### src/rtl/sr_xfer_ctrl_if.sv
// Handshake and data bundle between a register-access front end and the
// shift-register transfer sequencer.
interface sr_xfer_ctrl_if #(
    parameter int Width = 16,
    parameter int LenW  = 5
);
    logic             START;
    logic             ABORT;
    logic [LenW-1:0]  LEN;
    logic [Width-1:0] D;
    logic [Width-1:0] SR_D;
    logic             SR_L;
    logic             SR_CE;
    logic             SCLK;
    logic             BUSY;
    logic             DONE;

    modport master (
        output START, ABORT, LEN, D,
        input  SR_D, SR_L, SR_CE, SCLK, BUSY, DONE
    );

    modport slave (
        input  START, ABORT, LEN, D,
        output SR_D, SR_L, SR_CE, SCLK, BUSY, DONE
    );
endinterface

### src/rtl/sr_xfer_ctrl.sv
// Sequencer for a parallel-load shift register: load once, then issue LEN
// shift enables at a divided bit rate with an aligned serial clock.
module sr_xfer_ctrl #(
    parameter int Width = 16,
    parameter int Div   = 4,
    parameter int LenW  = 5
) (
    input  logic           C,
    input  logic           CLR,
    sr_xfer_ctrl_if.slave  bus
);
    localparam int DW = $clog2(Div);

    typedef enum logic [1:0] {IDLE, LOAD, SHIFT, FINISH} state_t;

    state_t           state_r, state_s;
    logic [DW-1:0]    dcnt_r, dcnt_s;
    logic [LenW-1:0]  bcnt_r, bcnt_s;
    logic [LenW-1:0]  n_r, n_s;
    logic [LenW-1:0]  eff_len_s;
    logic [Width-1:0] sr_d_r, sr_d_s;
    logic             sr_l_r, sr_ce_r, sclk_r, busy_r, done_r;
    logic             sr_l_s, sr_ce_s, sclk_s, busy_s, done_s;

    // Effective length: zero or oversize requests shift the full register.
    always_comb begin
        if ((bus.LEN == {LenW{1'b0}}) || (bus.LEN > LenW'(Width))) begin
            eff_len_s = LenW'(Width);
        end else begin
            eff_len_s = bus.LEN;
        end
    end

    // Next-state and counter update.
    always_comb begin
        state_s = state_r;
        dcnt_s  = dcnt_r;
        bcnt_s  = bcnt_r;
        n_s     = n_r;
        sr_d_s  = sr_d_r;
        case (state_r)
            IDLE: begin
                if (bus.START && !bus.ABORT) begin
                    state_s = LOAD;
                    sr_d_s  = bus.D;
                    n_s     = eff_len_s;
                end else begin
                    state_s = IDLE;
                end
            end
            LOAD: begin
                dcnt_s = {DW{1'b0}};
                bcnt_s = {LenW{1'b0}};
                if (bus.ABORT) begin
                    state_s = IDLE;
                end else begin
                    state_s = SHIFT;
                end
            end
            SHIFT: begin
                if (bus.ABORT) begin
                    state_s = IDLE;
                    dcnt_s  = {DW{1'b0}};
                    bcnt_s  = {LenW{1'b0}};
                end else if (dcnt_r == DW'(Div - 1)) begin
                    dcnt_s = {DW{1'b0}};
                    if (bcnt_r == (n_r - LenW'(1))) begin
                        state_s = FINISH;
                        bcnt_s  = {LenW{1'b0}};
                    end else begin
                        bcnt_s = bcnt_r + LenW'(1);
                    end
                end else begin
                    dcnt_s = dcnt_r + DW'(1);
                end
            end
            FINISH: begin
                state_s = IDLE;
            end
            default: begin
                state_s = IDLE;
                dcnt_s  = {DW{1'b0}};
                bcnt_s  = {LenW{1'b0}};
            end
        endcase
    end

    // Outputs are precomputed from the next state so they leave a flop edge-aligned with it.
    always_comb begin
        sr_l_s  = (state_s == LOAD);
        busy_s  = (state_s != IDLE);
        sr_ce_s = (state_s == SHIFT) && (dcnt_s == DW'(Div - 1));
        sclk_s  = (state_s == SHIFT) && (dcnt_s >= DW'(Div / 2));
        done_s  = (state_s == FINISH);
    end

    // State, counters and output registers.
    always_ff @(posedge C or posedge CLR) begin
        if (CLR) begin
            state_r <= IDLE;
            dcnt_r  <= {DW{1'b0}};
            bcnt_r  <= {LenW{1'b0}};
            n_r     <= {LenW{1'b0}};
            sr_d_r  <= {Width{1'b0}};
            sr_l_r  <= 1'b0;
            sr_ce_r <= 1'b0;
            sclk_r  <= 1'b0;
            busy_r  <= 1'b0;
            done_r  <= 1'b0;
        end else begin
            state_r <= state_s;
            dcnt_r  <= dcnt_s;
            bcnt_r  <= bcnt_s;
            n_r     <= n_s;
            sr_d_r  <= sr_d_s;
            sr_l_r  <= sr_l_s;
            sr_ce_r <= sr_ce_s;
            sclk_r  <= sclk_s;
            busy_r  <= busy_s;
            done_r  <= done_s;
        end
    end

    assign bus.SR_D  = sr_d_r;
    assign bus.SR_L  = sr_l_r;
    assign bus.SR_CE = sr_ce_r;
    assign bus.SCLK  = sclk_r;
    assign bus.BUSY  = busy_r;
    assign bus.DONE  = done_r;
endmodule

### src/flat_wrapper.sv
// flat-port wrapper written by rule: the top's interface ports become plain ports
module sr_xfer_ctrl_flat 
#(
    parameter int Width = 16,
    parameter int Div   = 4,
    parameter int LenW  = 5
)
  (C, CLR, bus_START, bus_ABORT, bus_LEN, bus_D, bus_SR_D, bus_SR_L, bus_SR_CE, bus_SCLK, bus_BUSY, bus_DONE);
  sr_xfer_ctrl_if #(.Width(Width), .LenW(LenW)) bus_i ();
  input  logic C;
  input  logic CLR;
  input wire logic [$bits(bus_i.START)-1:0] bus_START;
  input wire logic [$bits(bus_i.ABORT)-1:0] bus_ABORT;
  input wire logic [$bits(bus_i.LEN)-1:0] bus_LEN;
  input wire logic [$bits(bus_i.D)-1:0] bus_D;
  output wire logic [$bits(bus_i.SR_D)-1:0] bus_SR_D;
  output wire logic [$bits(bus_i.SR_L)-1:0] bus_SR_L;
  output wire logic [$bits(bus_i.SR_CE)-1:0] bus_SR_CE;
  output wire logic [$bits(bus_i.SCLK)-1:0] bus_SCLK;
  output wire logic [$bits(bus_i.BUSY)-1:0] bus_BUSY;
  output wire logic [$bits(bus_i.DONE)-1:0] bus_DONE;
  assign bus_i.START = bus_START;
  assign bus_i.ABORT = bus_ABORT;
  assign bus_i.LEN = bus_LEN;
  assign bus_i.D = bus_D;
  assign bus_SR_D = bus_i.SR_D;
  assign bus_SR_L = bus_i.SR_L;
  assign bus_SR_CE = bus_i.SR_CE;
  assign bus_SCLK = bus_i.SCLK;
  assign bus_BUSY = bus_i.BUSY;
  assign bus_DONE = bus_i.DONE;
  sr_xfer_ctrl #(.Width(Width), .Div(Div), .LenW(LenW)) u_core (.C(C), .CLR(CLR), .bus(bus_i));
endmodule
### config.mk
export PLATFORM = sky130hd
export DESIGN_NAME = sr_xfer_ctrl_flat
export DESIGN_NICKNAME = d
export VERILOG_FILES = /design/src/rtl/sr_xfer_ctrl_if.sv /design/src/rtl/sr_xfer_ctrl.sv /design/src/flat_wrapper.sv
export SDC_FILE = /design/constraint.sdc
export NUM_CORES = 1
export LEC_CHECK = 0
export ABC_AREA = 0
export CELL_PAD_IN_SITES_DETAIL_PLACEMENT = 0
export CELL_PAD_IN_SITES_GLOBAL_PLACEMENT = 1
export CORE_MARGIN = 3
export CORE_UTILIZATION = 38
export CTS_BUF_LIST = sky130_fd_sc_hd__clkbuf_4 sky130_fd_sc_hd__clkbuf_8
export DETAILED_ROUTE_END_ITERATION = 8
export MAX_ROUTING_LAYER = met4
export PLACE_DENSITY_LB_ADDON = 0.1
export SYNTH_ARGS = -nofsm -noshare
export SYNTH_HDL_FRONTEND = slang
export SYNTH_SLANG_ARGS = --single-unit
### constraint.sdc
create_clock -name C -period 2.1 [get_ports C]
set_input_delay 0.42 -clock C [delete_from_list [all_inputs] [get_ports C]]
set_output_delay 0.42 -clock C [all_outputs]
set_load 0.03 [all_outputs]
* Word level (Yosys, flattened, before mapping)
Cells that the tools add are included.
** Storage, ports and cells
- Register bits :: 35
- Input port bits :: 25
- Output and inout port bits :: 21
- Logic and storage cells :: 50
** Operators by class
- Add/subtract/negate cells :: 3
- Order comparisons :: 2
- Eq/ne operators :: 10
- Muxes and demuxes :: 14
- Reductions and logical operators :: 11
** Operators by type and width (number)
- 2-to-1 mux 5 bit :: 4
- equality test 2 bit (second input constant) :: 6
- 2-to-1 mux 2 bit :: 6
- one-hot mux 5 bit (2 select lines) :: 1
- one-hot mux 2 bit (4 select lines) :: 1
- adder 5 x 1 -> 5 bit (second input constant) :: 1
- equality test 5 bit :: 1
- greater-than comparator 5 bit (second input constant) :: 1
- logical NOT 5 bit :: 1
- subtractor 5 x 1 -> 5 bit (second input constant) :: 1
- equality test 2 x 1 -> 1 bit (second input constant) :: 2
- one-hot mux 2 bit (2 select lines) :: 1
- AND reduction 2 bit :: 2
- nonzero test 2 bit :: 2
- logical AND 1 bit :: 3
- != test 3 x 2 -> 1 bit (second input constant) :: 1
- adder 2 x 1 -> 2 bit (second input constant) :: 1
- >= comparator 2 bit (second input constant) :: 1
- logical NOT 2 bit :: 1
- logical NOT 1 bit :: 1
- logical OR 1 bit :: 1
- 2-to-1 mux 1 bit :: 1

* Depth between registers and ports, before layout
- Depth after elaboration :: 8
- Depth in mapped cells :: 8
- Gate-level depth less buffers :: 7

* Worst setup path after synthesis
No wires, ideal clock.
- Kind :: reg2reg
- Start point :: register u_core.n_r[0]
- End point :: register u_core.sr_ce_r, in the netlist u_core.bus.SR_CE
- Library setup time :: 0.120 ns
- Data arrival time :: 1.723 ns
- Data required time :: 1.980 ns
- Setup slack :: 0.257 ns
- Stages on the path, launching flop included :: 8
- Buffers on the path :: 0
- Period minus slack after synthesis :: 1.843 ns
- Path through :: dfrtp_1 -> inv_1 -> ha_1 -> xnor2_1 -> o2bb2ai_2 -> a2111oi_4 -> a41oi_2 -> and3_1
** On the way
- Word-level cells in the longest chain between the ends :: 8
** Ends and longest elaborated chain
- start, declared :: line sr_xfer_ctrl.sv:19 : logic [LenW-1:0] n_r, n_s;
- start signal, assigned :: line sr_xfer_ctrl.sv:103 : n_r <= {LenW{1'b0}};
- start signal, assigned :: line sr_xfer_ctrl.sv:114 : n_r <= n_s;
- subtractor 5 x 1 -> 5 bit :: line sr_xfer_ctrl.sv:67 : if (bcnt_r == (n_r - LenW'(1))) begin
- equality test 5 bit :: line sr_xfer_ctrl.sv:67
- 2-to-1 mux 2 bit :: line sr_xfer_ctrl.sv:67
- 2-to-1 mux 2 bit :: line sr_xfer_ctrl.sv:65 : end else if (dcnt_r == DW'(Div - 1)) begin
- 2-to-1 mux 2 bit :: line sr_xfer_ctrl.sv:61 : if (bus.ABORT) begin
- one-hot mux 2 bit (4 select lines) :: line sr_xfer_ctrl.sv:41 : case (state_r)
- equality test 2 bit :: line sr_xfer_ctrl.sv:92 : sr_ce_s = (state_s == SHIFT) && (dcnt_s == DW'(Div - 1));
- logical AND 1 bit :: line sr_xfer_ctrl.sv:92
- net u_core.sr_ce_s :: line sr_xfer_ctrl.sv:23 : logic sr_l_s, sr_ce_s, sclk_s, busy_s, done_s;
- end signal, assigned :: line sr_xfer_ctrl.sv:117 : sr_ce_r <= sr_ce_s;
- end, declared :: line sr_xfer_ctrl.sv:22 : logic sr_l_r, sr_ce_r, sclk_r, busy_r, done_r;
The timed path passes the listed nets, and every way through them passes these cells.
A chain may end at the register's enable or synchronous reset.

* Worst setup path in the final report
- Start point :: register u_core.n_r[1]
- End point :: register u_core.done_r, in the netlist u_core.bus.DONE
** On the way
- Word-level cells in the longest chain between the ends :: 7
** Ends and longest elaborated chain
- subtractor 5 x 1 -> 5 bit :: line sr_xfer_ctrl.sv:67
- equality test 5 bit :: line sr_xfer_ctrl.sv:67
- 2-to-1 mux 2 bit :: line sr_xfer_ctrl.sv:67
- 2-to-1 mux 2 bit :: line sr_xfer_ctrl.sv:65
- 2-to-1 mux 2 bit :: line sr_xfer_ctrl.sv:61
- one-hot mux 2 bit (4 select lines) :: line sr_xfer_ctrl.sv:41
- equality test 2 bit :: line sr_xfer_ctrl.sv:94 : done_s = (state_s == FINISH);
- net u_core.done_s :: line sr_xfer_ctrl.sv:23
- end signal, assigned :: line sr_xfer_ctrl.sv:120 : done_r <= done_s;
- end, declared :: line sr_xfer_ctrl.sv:22
The timed path passes the listed nets, and every way through them passes these cells.

==> results.py <==
metrics = {
    "run_status": {
        "status": "finished, final reports clean",
    },
    "critical_path": {
        "critPathKind": "reg -> reg",
        "slowest_stage": "a2111oi_4",
        "cp_top_family": "compound AO/OA/AOI/OAI gates",
        "worstPathMaxFanout": 5,
        "path_buf_inv": 2,
        "reg2reg_slack_ns": 0.20,
        "endpoint_kind": "flip-flop",
        "critPathLaunchType": "flip-flop",
        "crit_path_max_incr_delay_ns": 0.40,
        "crit_required_ns": 2.31,
        "critPathArrivalTime_ns": 2.11,
        "worstPathCellList": "inv_1 -> ha_1 -> xnor2_1 -> o2bb2ai_2 -> a2111oi_4 -> a41oi_2 -> buf_4 -> nor2b_1",
    },
    "pwr": {
        "leakagePower_uw": 0.00101,
        "power.density_mw_per_mm2": 810,
        "vdd_drop_max_mv": 0.486,
    },
    "sta": {
        "setup_viol": 0,
        "tightest_slew_ns": 0.434,
        "slew_viol_final": 0,
        "final.min_clock_period_ns": 1.90,
        "hold_violations": 0,
        "rsz0062_at_grt": "false",
        "tns_ns": 0,
        "slew-limit-headroom": 0.711,
        "period_share": 0.906,
        "skew_ns": 0.00647,
        "fmax_mhz": 525,
    },
    "clocking": {
        "cts_tree": "built",
        "ctsLongestPathBuffers": 2,
        "cts_max_level": 2,
        "ctsRootBufferMaster": "clkbuf_8",
        "clk_pin_slew_ns": 0.07,
        "cts_hold_buf": 0,
        "cts_made_buffers": 5,
        "clk_latency_ns": 0.28,
        "cts_sinks": 35,
    },
    "place": {
        "dpl.hpwl_um": 2500,
        "io_buffers": 45,
        "gp_congestion": 0.808,
    },
    "routing": {
        "wire_per_inst_um": 13.1,
        "vias": 1218,
        "routed_via_density": 4.89,
        "first_iter_violations": 48,
        "routed_wirelength_um": 3270,
        "drtAntennaViolNets": 0,
        "dr.pass1.iters": 4,
        "drc_errors": 0,
    },
    "logic_synthesis": {
        "ys_top_cells_by_area": "dfrtp_1 52%, mux2_2 11%, ha_1 6.0%, nand2_1 2.9%, nand2b_1 2.6%",
        "ys_seq_area_frac": 0.521,
        "synth.cell_area_mm2": 0.00168,
        "yosysMostFrequentCell": "dfrtp_1",
        "synth.top_cell.area_share": 0.521,
        "synth_common_cells": "35 x dfrtp_1, 16 x mux2_2, 13 x nand2_1",
        "async_reset_ff_frac": 1.00,
        "synth_edf_count": 0,
        "ys_warn_count": 0,
        "syn_inst": 144,
        "yosys.area.top_type": "dfrtp_1",
        "synth_fp_nets": 177,
        "ys.flop_type": "dfrtp_1",
        "synth_cell_types": 32,
        "ys_ff_latch": 35,
        "syn_area_per_cell_um2": 11.7,
    },
    "finish": {
        "area_delta_synth_final_pct": 38.0,
        "num_antenna_cells": 0,
        "layout-drive-gt1-share": 0.176,
        "fin_nets": 231,
        "final.fill_count": 353,
        "final_util": 0.559,
    },
    "global_routing": {
        "grt.total_usage": 0.147,
        "grt_first_pass_wirelength_um": 5800,
        "grt_overflow": 0,
        "antenna_found_initial": 0,
        "grt_max_degree": 36,
        "grt_pass1_vias": 1245,
    },
    "floorplan": {
        "die_h_um": 72.5,
        "dieArea_mm2": 0.00526,
        "die_w_um": 72.5,
        "floorplan.initialDensity": 0.405,
        "core_mm2": 0.00414,
        "num_io_pins": 46,
        "rows": 23,
    },
    "job": {
        "cap_violations": 0,
    },
    "worst_hold_path": {
        "hp-class": "reg -> reg",
    },
}
==> routing by layer <==
metal,vias up,part of all wire,global-route usage
met5,-,0,-
met1,589,0.43,0.168
met4,0,0.0028,0.0307
met3,2,0.051,0.0540
li1,602,-,-
met2,25,0.52,0.247
==> sequential cells by signal, summed over array words and instances (netlist names) <==
signal	cells
u_core.bus.BUSY	1
u_core.bcnt_r	5
u_core.n_r	5
u_core.dcnt_r	2
u_core.bus.SR_D	16
u_core.bus.DONE	1
u_core.bus.SR_L	1
u_core.state_r	2
u_core.bus.SCLK	1
u_core.bus.SR_CE	1
==> worst paths after layout <==
kind                                                     start                              to  cells past startpoint
worst max-delay path                 u_core.n_r[1]$_DFFE_PP0P_       u_core.bus.DONE$_DFF_PP0_                      8
worst min-delay path            u_core.bus.SR_D[3]$_DFFE_PP0P_  u_core.bus.SR_D[3]$_DFFE_PP0P_                      1
worst max register to register       u_core.n_r[1]$_DFFE_PP0P_       u_core.bus.DONE$_DFF_PP0_                      8
worst min register to register  u_core.bus.SR_D[3]$_DFFE_PP0P_  u_core.bus.SR_D[3]$_DFFE_PP0P_                      1
max in group asynchronous                                  CLR      u_core.dcnt_r[0]$_DFF_PP0_                      3
min in group asynchronous                                  CLR  u_core.bus.SR_D[5]$_DFFE_PP0P_                      3
==> where the power goes <==
part           leakage (uW)  internal, uW  switching (uW)
sequential         0.000445           758            49.9
clock             0.0000549           312             231
combinational      0.000508           257             270
total               0.00101          1330             551
==> per-stage QoR <==
stage / area [um^2] / hold slack (ns) / setup slack, ns / power [uW] / instances
global placement: 2210 / 0.487 / 0.0831 / 1340 / 240
detailed placement: 2210 / 0.492 / 0.0573 / 1350 / 240
global route: 2320 / 0.527 / 0.00355 / 1990 / 249
finish: 2320 / 0.503 / 0.197 / 1880 / 249
CTS: 2310 / 0.508 / 0.108 / 1900 / 248
floorplan: 1680 / 0.473 / 0.257 / 1130 / 144
==> final cells by class <==
cell class	count	area, um^2	area share
flip-flops and latches	35	876	0.378
multi-input cells	95	743	0.321
repair buffers	51	495	0.214
clock buffers	8	104	0.0448
well taps	50	62.6	0.0270
inverters	10	37.5	0.0162
==> placed cells by master, fill, tap and decap left out, drive strengths merged, types with 3 or more instances in the layout <==
cell           instances
clkdlybuf4s50         45
dfrtp                 35
mux2                  16
nand2                 13
inv                   10
o21ai                  9
ha                     8
clkbuf                 8
nand2b                 7
buf                    6
nor3                   4
nand3                  4
a21oi                  4
xnor2                  4
nor2                   3
xor2                   3
and2                   3
==> cells by family (layout without fill, tap and decap cells) <==
family | after synthesis | after routing | share of synthesized area
AND/OR/NAND/NOR | 43 | 43 | 0.133
flip-flops | 35 | 35 | 0.521
adder cells (fa/ha/maj) | 8 | 8 | 0.0596
multiplexers | 16 | 16 | 0.107
XOR/XNOR | 7 | 7 | 0.0410
buffers and inverters | 14 | 69 | 0.0365
AO/OA/AOI/OAI | 21 | 21 | 0.101
==> repair_timing <==
action	in CTS	in global routing
buffers inserted	0	1
gates resized for setup	0	0
endpoints found under the setup margin	0	3
Note: power is estimated with default switching activity, not from simulation.
